**config.mk**
```make
export PLATFORM = sky130hd
export DESIGN_NAME = hamming_encoder_ext_stream
export DESIGN_NICKNAME = d
export VERILOG_FILES = /design/src/rtl/hamming_encoder_ext_stream.sv
export SDC_FILE = /design/constraint.sdc
export NUM_CORES = 1
export LEC_CHECK = 0
export CAP_MARGIN = 20
export CORE_UTILIZATION = 43
export CTS_CLUSTER_SIZE = 10
export DETAILED_ROUTE_END_ITERATION = 6
export GPL_ROUTABILITY_DRIVEN = 0
export PLACE_DENSITY = 0.8
export SLEW_MARGIN = 20
export SYNTH_ARGS = -nofsm -noshare
export SYNTH_HDL_FRONTEND = slang
export SYNTH_SLANG_ARGS = --single-unit
```
**constraint.sdc**
```tcl
create_clock -name clk -period 1.55 [get_ports clk]
set_clock_uncertainty 0.15 [all_clocks]
set_input_delay 0.2325 -clock clk [delete_from_list [all_inputs] [get_ports clk]]
set_output_delay 0.2325 -clock clk [all_outputs]
set_load 0.1 [all_outputs]
```
**src/rtl/hamming_encoder_ext_stream.sv**
```systemverilog
// Streaming extended Hamming (8,4) SEC-DED encoder: one byte in, two codewords out
// (low nibble first). An optional per-byte XOR mask corrupts codewords to exercise a decoder.
//
// state | meaning
// ------+-------------------------------------------------------------
// IDLE  | no codeword presented; a byte is taken as soon as it is valid
// LO    | low-nibble codeword of the held byte presented
// HI    | high-nibble codeword presented; a new byte may enter on its fire
module hamming_encoder_ext_stream #(
    parameter int COUNT_W = 16
) (
    input  logic               clk,
    input  logic               rst,
    input  logic               in_valid,
    output logic               in_ready,
    input  logic [7:0]         in_data,
    input  logic [15:0]        in_inj_mask,
    output logic               out_valid,
    input  logic               out_ready,
    output logic [7:0]         out_data,
    output logic [COUNT_W-1:0] cw_count
);

    typedef enum logic [1:0] {
        IDLE = 2'd0,
        LO   = 2'd1,
        HI   = 2'd2
    } state_t;

    localparam logic [COUNT_W-1:0] CNT_ONE = {{(COUNT_W-1){1'b0}}, 1'b1};

    state_t      state;
    logic [7:0]  held_data;
    logic [15:0] held_mask;
    logic        out_fire;

    // cw[7] is overall parity so single errors (odd) and double errors (even) are distinguishable.
    function automatic logic [7:0] encode(input logic [3:0] d);
        logic [6:0] c;
        c[2] = d[0];
        c[4] = d[1];
        c[5] = d[2];
        c[6] = d[3];
        c[0] = d[0] ^ d[1] ^ d[3];
        c[1] = d[0] ^ d[2] ^ d[3];
        c[3] = d[1] ^ d[2] ^ d[3];
        return {^c, c};
    endfunction

    assign in_ready = (state == IDLE) || ((state == HI) && out_ready);
    assign out_fire = out_valid && out_ready;

    always_ff @(posedge clk or posedge rst) begin
        if (rst) begin
            state     <= IDLE;
            held_data <= 8'h00;
            held_mask <= 16'h0000;
            out_data  <= 8'h00;
            out_valid <= 1'b0;
            cw_count  <= '0;
        end else begin
            if (out_fire) begin
                cw_count <= cw_count + CNT_ONE;
            end
            unique case (state)
                IDLE: begin
                    if (in_valid) begin
                        held_data <= in_data;
                        held_mask <= in_inj_mask;
                        out_data  <= encode(in_data[3:0]) ^ in_inj_mask[7:0];
                        out_valid <= 1'b1;
                        state     <= LO;
                    end
                end
                LO: begin
                    if (out_ready) begin
                        out_data <= encode(held_data[7:4]) ^ held_mask[15:8];
                        state    <= HI;
                    end
                end
                HI: begin
                    if (out_ready) begin
                        if (in_valid) begin
                            held_data <= in_data;
                            held_mask <= in_inj_mask;
                            out_data  <= encode(in_data[3:0]) ^ in_inj_mask[7:0];
                            state     <= LO;
                        end else begin
                            out_valid <= 1'b0;
                            state     <= IDLE;
                        end
                    end
                end
                default: begin
                    out_valid <= 1'b0;
                    state     <= IDLE;
                end
            endcase
        end
    end

endmodule

```
**Word-level counts from Yosys, hierarchy flattened**

Index checks and enable logic that the tools add are counted.
W data, S select, Z words.

- Word-level logic and storage cells: 59
- Register bits after elaboration: 51

- Reduce and logical (&&, ||, !) cells: 12
- Equality and inequality tests: 6
- Add/sub/neg operators: 1
- Multiplexer cells: 19
- Bitwise operators: 15

Operator list:

| cell | count |
|---|---|
| $mux W8 | 5 |
| $mux W16 | 2 |
| $pmux W16 S2 | 1 |
| $pmux W8 S3 | 1 |
| $add A16 B1 Y16 const B | 1 |
| $pmux W8 S2 | 1 |
| $xor A8 B8 Y8 | 2 |
| $reduce_xor A7 Y1 | 2 |
| $xor A1 B1 Y1 | 12 |
| $ne A2 B2 Y1 const B | 4 |
| $mux W2 | 3 |
| $pmux W2 S3 | 1 |
| $reduce_and A3 Y1 | 2 |
| $mux W1 | 4 |
| $reduce_and A4 Y1 | 1 |
| $pmux W1 S3 | 1 |
| $reduce_bool A3 Y1 | 1 |
| $eq A2 B1 Y1 const B | 1 |
| $eq A2 B2 Y1 const B | 1 |
| $logic_and A1 B1 Y1 | 2 |
| $logic_not A2 Y1 | 1 |
| $reduce_and A2 Y1 | 1 |
| $reduce_bool A2 Y1 | 1 |
| $logic_or A1 B1 Y1 | 1 |
| $not A1 Y1 | 1 |

**Logic depth before layout (Yosys ltp)**

Gate-level depths: netlist of run 1.

- Depth after elaboration: 7
- Depth in mapped cells: 5
- Depth with buffers taken out: 4

**Worst setup path before layout of run 1**

OpenSTA, ideal clock, no wires.

- Path kind: register to register
- Start point: register out_valid
- End point: register cw_count[14]
- Stages on the path, launching flop included: 5
- Arrival time: 1.931 ns
- Path buffers: 0
- Period minus slack after synthesis: 2.242 ns
- Setup slack: -0.692 ns
- Setup time: 0.162 ns
- Cell sequence: dfrtp_1 -> and4_4 -> nand4_4 -> nor4_4 -> xor2_1

- Longest elaborated chain between the ends: 1

RTL lines:

| element | line | text |
|---|---|---|
| start: declaration | 18 | `output logic out_valid,` |
| start signal: assignment | 59 | `out_valid <= 1'b0;` |
| start signal: assignment | 71 | `out_valid <= 1'b1;` |
| start signal: assignment | 89 | `out_valid <= 1'b0;` |
| $logic_and A1 B1 Y1 | 51 | `assign out_fire = out_valid && out_ready;` |
| end signal: assignment | 63 | `cw_count <= cw_count + CNT_ONE;` |
| end: declaration | 21 | `output logic [COUNT_W-1:0] cw_count` |

No other way between the ends.
A chain may end at the register's enable or synchronous reset.

**Worst setup path after layout of run 1**

- Start point: register state[1]
- End point: output port in_ready

- Longest elaborated chain between the ends: 3
- Elaborated cells on any way between the ends: 4

RTL lines:

| element | line | text |
|---|---|---|
| start: declaration | 32 | `state_t state;` |
| start signal: assignment | 55 | `state <= IDLE;` |
| start signal: assignment | 72 | `state <= LO;` |
| start signal: assignment | 78 | `state <= HI;` |
| $eq A2 B2 Y1 | 50 | `assign in_ready = (state == IDLE) \|\| ((state == HI) && out_ready);` |
| $logic_and A1 B1 Y1 | 50 |  |
| $logic_or A1 B1 Y1 * | 50 |  |
| end: declaration | 15 | `output logic in_ready,` |

Every way passes the cells marked *; elsewhere a longest branch is shown, timed or not.

==> metrics.txt, run 1 <==
# TYPE chip_impl_metric gauge
chip_impl_metric{name="syn_avg_cell_area",unit="µm²"} 11.75
chip_impl_metric{name="first_global_vias",unit=""} 1496
chip_impl_metric{name="pwr-share-clk",unit=""} 0.116
chip_impl_metric{name="port_buffers",unit=""} 53
chip_impl_metric{name="layout.area.seq",unit="µm²"} 1023
chip_impl_metric{name="worst-endpoint-required",unit="ns"} 1.17
chip_impl_metric{name="timing.max_slew.rel_slack",unit=""} 0.8130
chip_impl_info{name="worst_path_max_delay_cell",value="dfrtp_1"} 1
chip_impl_metric{name="cellInternalPower",unit="mW"} 3.560
chip_impl_metric{name="die_x",unit="µm"} 68.94
chip_impl_metric{name="portion_of_the_post_synthesis_area_used_by_sequential_elements",unit=""} 0.5065
chip_impl_info{name="postSynth.topFlopCell",value="dfrtp_1"} 1
chip_impl_metric{name="drt_iter0_drc",unit=""} 53
chip_impl_metric{name="proportion_of_synthesized_flip_flops_having_asynchronous_set_or_reset",unit=""} 1.000
chip_impl_info{name="setup.worst_path.start_class",value="register"} 1
chip_impl_metric{name="crit_fanout",unit=""} 2
chip_impl_metric{name="cts_htree_levels",unit=""} 2
chip_impl_metric{name="cp_num_buf_inv",unit=""} 2
chip_impl_metric{name="total_leakage_power",unit="nW"} 1.370
chip_impl_metric{name="hold_viol_final",unit=""} 0
chip_impl_metric{name="fraction_of_power_spent_switching_nets",unit=""} 0.4575
chip_impl_metric{name="irDropWorstVdd",unit="µV"} 1235
chip_impl_metric{name="total_switching_power",unit="mW"} 3.002
chip_impl_metric{name="drv_cap",unit=""} 0
chip_impl_metric{name="fp.dieArea",unit="µm²"} 4753
chip_impl_metric{name="grt_pass1_wl",unit="µm"} 6989
chip_impl_metric{name="final.fill_count",unit=""} 272
chip_impl_metric{name="ys_ff_latch",unit=""} 39
chip_impl_metric{name="detailroute.via_count",unit=""} 1447
chip_impl_metric{name="relative_area_change_from_synthesis_to_final_layout",unit="%"} 65.58
chip_impl_metric{name="detail-route-antenna-nets",unit=""} 0
chip_impl_metric{name="critical_path.max_stage_delay",unit="ns"} 0.40
chip_impl_metric{name="top_level_port_count",unit=""} 54
chip_impl_metric{name="synth_top_area_frac",unit=""} 0.5065
chip_impl_metric{name="ctsLongestPathBuffers",unit=""} 2
chip_impl_metric{name="synthesis.area",unit="µm²"} 1927
chip_impl_metric{name="clkLatencyLatePin",unit="ns"} 0.29
chip_impl_metric{name="synth-edff-count",unit=""} 0
chip_impl_metric{name="place_ws",unit="ns"} -0.3972
chip_impl_metric{name="postLayoutSetupSlackWorst",unit="ns"} -0.08655
chip_impl_metric{name="placed_cells_incl_taps",unit=""} 281
chip_impl_metric{name="worst_slew_pin_slew",unit="ns"} 0.2795
chip_impl_info{name="path_class",value="reg2out"} 1
chip_impl_metric{name="cts_sinks",unit=""} 39
chip_impl_metric{name="antenna_found_initial",unit=""} 0
chip_impl_metric{name="grt_util_all_layers",unit=""} 0.2082
chip_impl_metric{name="synth_cell_types",unit=""} 29
chip_impl_metric{name="reg2reg_slack",unit="ns"} -0.05
chip_impl_metric{name="postSynthCellCount",unit=""} 164
chip_impl_metric{name="detailedPlacementHpwl",unit="µm"} 3170
chip_impl_metric{name="floorplan.die.height",unit="µm"} 68.94
chip_impl_metric{name="num-nets-final",unit=""} 271
chip_impl_metric{name="p_comb_frac",unit=""} 0.600
chip_impl_metric{name="max_slew_violations",unit=""} 0
chip_impl_metric{name="cts_hold_buf",unit=""} 0
chip_impl_info{name="cts_tree",value="built"} 1
chip_impl_metric{name="seq_power_share",unit=""} 0.284
chip_impl_metric{name="number_of_detailed_route_iterations_in_the_first_pass",unit=""} 4
chip_impl_info{name="critical_path.cell_chain",value="and2b_4, buf_6, nor2_4, buf_12"} 1
chip_impl_metric{name="worst_ep_arrival_time",unit="ns"} 1.25
chip_impl_metric{name="powerDensity",unit="nW/µm²"} 2057
chip_impl_metric{name="synthesis.yosys.warnings",unit=""} 0
chip_impl_metric{name="rows",unit=""} 23
chip_impl_metric{name="layout_min_cycle_time",unit="ns"} 1.637
chip_impl_metric{name="routedWlPerCell",unit="µm"} 14.20
chip_impl_info{name="unrepaired_setup_endpoints_after_global_routing",value="yes"} 1
chip_impl_metric{name="clk_pin_slew_worst_paths",unit="ns"} 0.07
chip_impl_metric{name="initial_utilization",unit=""} 0.4650
chip_impl_metric{name="timing.reg2reg.worst_path_depth",unit=""} 5
chip_impl_info{name="outcome",value="finished, violations left"} 1
chip_impl_metric{name="drt_drc_violations_left",unit=""} 0
chip_impl_info{name="failing_checks",value="setup timing"} 1
chip_impl_info{name="ys_top_cells_by_count",value="dfrtp_1, xnor2_1, mux2_2, xor2_1, nand2_1"} 1
chip_impl_metric{name="final.period_utilization",unit=""} 1.056
chip_impl_metric{name="postRouteWirelength",unit="µm"} 4160
chip_impl_info{name="ys_top_cells_by_area",value="dfrtp_1, xnor2_1, mux2_2"} 1
chip_impl_metric{name="timing.final.setup_violations",unit=""} 16
chip_impl_info{name="synth_largest_area_cell",value="dfrtp_1"} 1
chip_impl_info{name="timing.critical_path.max_delay_family",value="flip-flops"} 1
chip_impl_metric{name="avgViaCountPerCell",unit=""} 4.939
chip_impl_info{name="path_class_of_the_lowest_slack_min_delay_path",value="in2async"} 1
chip_impl_metric{name="final-instance-count-excl-fill",unit=""} 293
chip_impl_metric{name="grt_overflow",unit=""} 0
chip_impl_metric{name="layout_cells_sized_above_1",unit=""} 0.4115
chip_impl_metric{name="multi_input_area",unit="µm²"} 1017
chip_impl_metric{name="grt_start_max_net_pins",unit=""} 40
chip_impl_info{name="regToRegStartpoint",value="state[1]$_DFFE_PP0P_"} 1
chip_impl_info{name="synth_most_common_cell",value="dfrtp_1"} 1
chip_impl_metric{name="synthesis.nets",unit=""} 193
chip_impl_info{name="destination_of_the_worst_register_to_register_timing_path",value="held_data[7]$_DFFE_PP0P_"} 1
chip_impl_metric{name="fp.coreArea",unit="µm²"} 4144
chip_impl_metric{name="cts-buffers-inserted",unit=""} 5
chip_impl_metric{name="num_antenna_cells",unit=""} 0
chip_impl_metric{name="achievable-frequency",unit="MHz"} 611.0
chip_impl_metric{name="final_core_utilization",unit=""} 0.7699
chip_impl_info{name="cts-root-buf",value="clkbuf_8"} 1
chip_impl_info{name="crit_path_end_kind",value="output port"} 1
[cells by family after synthesis]
family | after synthesis | share of synthesized area
xor gates and xnor gates | 43 | 0.1955
adders and majority gates | 1 | 0.006492
and+or+nand+nor | 41 | 0.1286
muxes | 17 | 0.09935
AOI/OAI and AO/OA | 17 | 0.05000
buffers and inverters | 6 | 0.01363
DFF | 39 | 0.5065
[per-stage QoR]
stage	instance area [µm²]	TNS (ns)	hold WS (ns)	power, mW
floorplan	2003	-0.5633	0.2341	4.234
global placement	2987	-9.245	0.3512	5.598
detailed placement	2987	-10.98	0.3544	5.661
CTS	3119	-0.09360	0.1333	6.463
global route	3191	-1.190	0.1841	6.860
finish	3191	-0.3504	0.1309	6.562
[power groups by stage]
| stage | Combinational (mW) | Sequential, mW | Clock [mW] |
|---|---|---|---|
| after floorplan | 1.08 | 3.15 | 0 |
| after global placement | 3.73 | 1.86 | 0 |
| after detailed placement | 3.78 | 1.88 | 0 |
| after CTS | 3.82 | 1.86 | 0.781 |
| after global routing | 4.12 | 1.92 | 0.822 |
| final | 3.94 | 1.86 | 0.759 |
[per-layer routing]
metal,track usage,vias to the layer above,share of wire
met5,0,-,0
met4,0.08418,0,0.016
met3,0.05921,5,0.048
met2,0.3471,44,0.52
met1,0.2513,693,0.41
li1,-,705,-
[how the worst max path moves through the flow]
stage	cells past startpoint	end	start	slack, ns
after floorplan	4	cw_count[12]$_DFFE_PP0P_	cw_count[3]$_DFFE_PP0P_	-0.13
after global placement	6	cw_count[15]$_DFFE_PP0P_	out_ready	-0.32
after detailed placement	6	cw_count[15]$_DFFE_PP0P_	out_ready	-0.40
after CTS	4	in_ready	state[1]$_DFFE_PP0P_	-0.08
after global routing	4	in_ready	state[1]$_DFFE_PP0P_	-0.13
final	4	in_ready	state[1]$_DFFE_PP0P_	-0.09
[repair_timing]
item,4_1_cts,5_1_grt
pin swaps,0,1
endpoints found under the setup margin,29,25
setup buffers,3,1
resized for setup,3,18
[state kept, by name, indices dropped and copies added, names as in the netlist]
signal / cells
cw_count: 16
held_mask: 8
out_data: 8
held_data: 4
state: 2
out_valid: 1
[worst min-delay path: cells and delay by family]
kind | cells | cell delay [ns]
buffers and inverters | 3 | 0.72
[cells in the final DEF, fill, tap and decap left out, drive strengths merged, types with 2 or more instances in the layout]
cell type      Yosys  final
xnor2             26     26
nand4              3      3
clkdlybuf4s50      0     26
buf                1     46
nand2             13     13
and3               2      2
a21oi              6      6
nand2b             3      3
clkbuf             1      8
nor3               2      2
o22ai              4      4
nand3              5      5
nor2               6      6
inv                4      4
dfrtp             39     39
xor2              17     17
o21ai              6      6
mux2              17     17
[area by class of cell]
| type | count | area share |
|---|---|---|
| clock buffers | 8 | 0.03137 |
| inverters | 4 | 0.004706 |
| multi-input cells | 119 | 0.3188 |
| flip-flops and latches | 39 | 0.3208 |
| well taps | 50 | 0.01961 |
| repair buffers | 73 | 0.3047 |
Note: power is estimated with default switching activity, not from simulation.
==> inputs of run 2 (changes only) <==
==> constraint.sdc (replaced) <==
create_clock -name clk -period 1.55 [get_ports clk]
set_clock_uncertainty 0.15 [all_clocks]
set_input_delay 0.31 -clock clk [delete_from_list [all_inputs] [get_ports clk]]
set_output_delay 0.31 -clock clk [all_outputs]
set_load 0.1 [all_outputs]
==> run 2 against run 1 <==
Against the previous run:
- critical endpoint unchanged
- the flow still finishes with violations (setup timing)
- largest cell class unchanged
- largest power group unchanged
- total power shrank 0.55%
- flip-flop and latch count did not move
- non-clock buffer count up 3
- clock power down 7.1%
- wire length fell by 1.7%
- maximum frequency rose by 2.5%
- worst hold slack gained 0.069 ns
==> metrics.txt, run 2 (synthesis gave the netlist of run 1 again) <==
# TYPE chip_impl_metric gauge
chip_impl_metric{name="timing.final.setup_violations",unit=""} 10
chip_impl_metric{name="hold_viol_final",unit=""} 0
chip_impl_info{name="crit_path_end_kind",value="output port"} 1
chip_impl_info{name="setup.worst_path.start_class",value="register"} 1
chip_impl_metric{name="floorplan.die.height",unit="µm"} 68.94
chip_impl_metric{name="worst_slew_pin_slew",unit="ns"} 0.3035
chip_impl_info{name="critical_path.cell_chain",value="and2b_4, nor2_4, buf_12"} 1
chip_impl_metric{name="final.period_utilization",unit=""} 1.030
chip_impl_metric{name="total_cell_area_at_the_placement_stage",unit="µm²"} 2994
chip_impl_metric{name="max_ffs_per_register",unit=""} 16
chip_impl_metric{name="antenna_found_initial",unit=""} 0
chip_impl_metric{name="total_leakage_power",unit="nW"} 1.366
chip_impl_metric{name="final.fill_count",unit=""} 258
chip_impl_info{name="layout_top_registers",value="cw_count: 16 flops, held_mask: 8 flops, out_data: 8 flops"} 1
chip_impl_info{name="path_class",value="reg2out"} 1
chip_impl_metric{name="placed_cells_incl_taps",unit=""} 282
chip_impl_metric{name="fraction_of_power_spent_switching_nets",unit=""} 0.4617
chip_impl_metric{name="initial_utilization",unit=""} 0.4650
chip_impl_metric{name="final_core_utilization",unit=""} 0.7693
chip_impl_info{name="worst_path_max_delay_cell",value="dfrtp_1"} 1
chip_impl_metric{name="number_of_detailed_route_iterations_in_the_first_pass",unit=""} 4
chip_impl_metric{name="timing.reg2reg.worst_path_depth",unit=""} 5
chip_impl_metric{name="ctsLongestPathBuffers",unit=""} 2
chip_impl_metric{name="pwr-share-clk",unit=""} 0.108
chip_impl_metric{name="irDropWorstVdd",unit="µV"} 1161
chip_impl_metric{name="grt_util_all_layers",unit=""} 0.2061
chip_impl_metric{name="drt_iter0_drc",unit=""} 87
chip_impl_metric{name="layout.cell_area.non_filler",unit="µm²"} 3188
chip_impl_metric{name="timing.max_slew.rel_slack",unit=""} 0.7970
chip_impl_metric{name="drv_cap",unit=""} 0
chip_impl_info{name="top_register",value="cw_count"} 1
chip_impl_metric{name="fp.dieArea",unit="µm²"} 4753
chip_impl_metric{name="achievable-frequency",unit="MHz"} 626.2
chip_impl_info{name="failing_checks",value="setup timing"} 1
chip_impl_metric{name="powerDensity",unit="nW/µm²"} 2047
chip_impl_metric{name="grt_pass1_wl",unit="µm"} 6989
chip_impl_info{name="cts_tree",value="built"} 1
chip_impl_metric{name="detailedPlacementHpwl",unit="µm"} 3153
chip_impl_metric{name="critical_path.max_stage_delay",unit="ns"} 0.38
chip_impl_metric{name="postRouteWirelength",unit="µm"} 4088
chip_impl_metric{name="layout_min_cycle_time",unit="ns"} 1.597
chip_impl_metric{name="first_global_vias",unit=""} 1574
chip_impl_metric{name="die_x",unit="µm"} 68.94
chip_impl_metric{name="detailroute.via_count",unit=""} 1485
chip_impl_metric{name="top_level_port_count",unit=""} 54
chip_impl_metric{name="grt_overflow",unit=""} 0
chip_impl_metric{name="drt_drc_violations_left",unit=""} 0
chip_impl_metric{name="cts_hold_buf",unit=""} 0
chip_impl_info{name="outcome",value="finished, violations left"} 1
chip_impl_metric{name="rows",unit=""} 23
chip_impl_info{name="path_class_of_the_lowest_slack_min_delay_path",value="in2async"} 1
chip_impl_metric{name="avgViaCountPerCell",unit=""} 5.017
chip_impl_metric{name="cts-buffers-inserted",unit=""} 5
chip_impl_metric{name="cp_num_buf_inv",unit=""} 1
chip_impl_metric{name="worst_ep_arrival_time",unit="ns"} 1.14
chip_impl_info{name="timing.critical_path.max_delay_family",value="flip-flops"} 1
chip_impl_metric{name="cellInternalPower",unit="mW"} 3.513
chip_impl_metric{name="seq_power_share",unit=""} 0.285
chip_impl_metric{name="routedWlPerCell",unit="µm"} 13.81
chip_impl_metric{name="fp.coreArea",unit="µm²"} 4144
chip_impl_metric{name="final-instance-count-excl-fill",unit=""} 296
chip_impl_info{name="unrepaired_setup_endpoints_after_global_routing",value="yes"} 1
chip_impl_metric{name="layout_cells_sized_above_1",unit=""} 0.4187
chip_impl_metric{name="max_slew_violations",unit=""} 0
chip_impl_metric{name="place_ws",unit="ns"} -0.4457
chip_impl_info{name="mostFrequentLayoutCells",value="buf_12, xnor2_1, clkdlybuf4s50_1, dfrtp_1, buf_4"} 1
chip_impl_metric{name="num-nets-final",unit=""} 274
chip_impl_metric{name="num_antenna_cells",unit=""} 0
chip_impl_metric{name="postLayoutSetupSlackWorst",unit="ns"} -0.04693
chip_impl_metric{name="relative_area_change_from_synthesis_to_final_layout",unit="%"} 65.45
chip_impl_metric{name="detail-route-antenna-nets",unit=""} 0
chip_impl_metric{name="power",unit="mW"} 6.526
chip_impl_metric{name="crit_cells",unit=""} 3
chip_impl_metric{name="p_comb_frac",unit=""} 0.607
chip_impl_info{name="cts-root-buf",value="clkbuf_8"} 1
chip_impl_metric{name="cts_htree_levels",unit=""} 2
chip_impl_metric{name="fin_tns_setup",unit="ns"} -0.1101
chip_impl_metric{name="clk_pin_slew_worst_paths",unit="ns"} 0.08
chip_impl_metric{name="total_switching_power",unit="mW"} 3.013
chip_impl_metric{name="cts_sinks",unit=""} 39
chip_impl_metric{name="worst-endpoint-required",unit="ns"} 1.09
chip_impl_metric{name="crit_fanout",unit=""} 4
chip_impl_metric{name="worst_hold_slack",unit="ns"} 0.1995
chip_impl_metric{name="port_buffers",unit=""} 53
chip_impl_metric{name="grt_start_max_net_pins",unit=""} 40
chip_impl_metric{name="clkLatencyLatePin",unit="ns"} 0.29
chip_impl_info{name="mostFrequentLayoutCell",value="buf_12"} 1
[run 2: cell types whose count changed in the layout (fill, tap and decap cells not counted), sizes merged]
cell,delta
buf,+3
clkbuf,-1
clkinv,+1
[run 2: what timing repair did]
action | 4_1_cts | 5_1_grt
setup buffers | 4 | 2
endpoints found under the setup margin | 32 | 23
pin swaps | 0 | 1
resized for setup | 4 | 15
endpoints found under the hold margin | 0 | 0
[run 2: layout make-up]
cell class,instances,area (µm²),area share
Sequential cell,39,1023,0.3210
Inverter,4,15.01,0.004710
Multi-Input combinational cell,119,1001,0.3140
Tap cell,50,62.56,0.01962
Clock inverter,1,5.005,0.001570
Clock buffer,7,86.33,0.02708
Timing Repair Buffer,76,994.7,0.3120
[run 2: worst paths after layout]
kind / start / to / slack (ns)
setup / recovery: state[1]$_DFFE_PP0P_ / in_ready / -0.05
hold / removal: rst / cw_count[0]$_DFFE_PP0P_ / 0.20
setup reg to reg: state[1]$_DFFE_PP0P_ / held_mask[14]$_DFFE_PP0P_ / -0.03
hold reg to reg: cw_count[14]$_DFFE_PP0P_ / cw_count[14]$_DFFE_PP0P_ / 0.37
max in group asynchronous: rst / cw_count[10]$_DFFE_PP0P_ / 0.84
min in group clk: cw_count[14]$_DFFE_PP0P_ / cw_count[14]$_DFFE_PP0P_ / 0.37
[run 2: layer usage]
layer / GRT usage / vias to the layer above / share of wire / wire [µm]
met5: 0 / - / 0 / 0
met4: 0.07398 / 0 / 0.014 / 57
met3: 0.06086 / 7 / 0.046 / 187
met2: 0.3495 / 46 / 0.52 / 2136
met1: 0.2461 / 717 / 0.42 / 1707
li1: - / 715 / - / -
[run 2: power by group through the flow]
stage               clock network, mW  logic, mW  registers, mW
detailed placement                  0       3.79           1.87
global placement                    0       3.74           1.86
CTS                             0.725       3.86           1.86
finish                          0.705       3.96           1.86
floorplan                           0       1.08           3.15
global route                    0.767       4.15           1.92
[run 2: worst reg2reg max path, delay by kind of cell, from the launching register on]
kind	cells	cell delay, ns
flip-flops	1	0.38
AND/OR/NAND/NOR	2	0.29
multiplexers	1	0.34
buffers and inverters	2	0.31
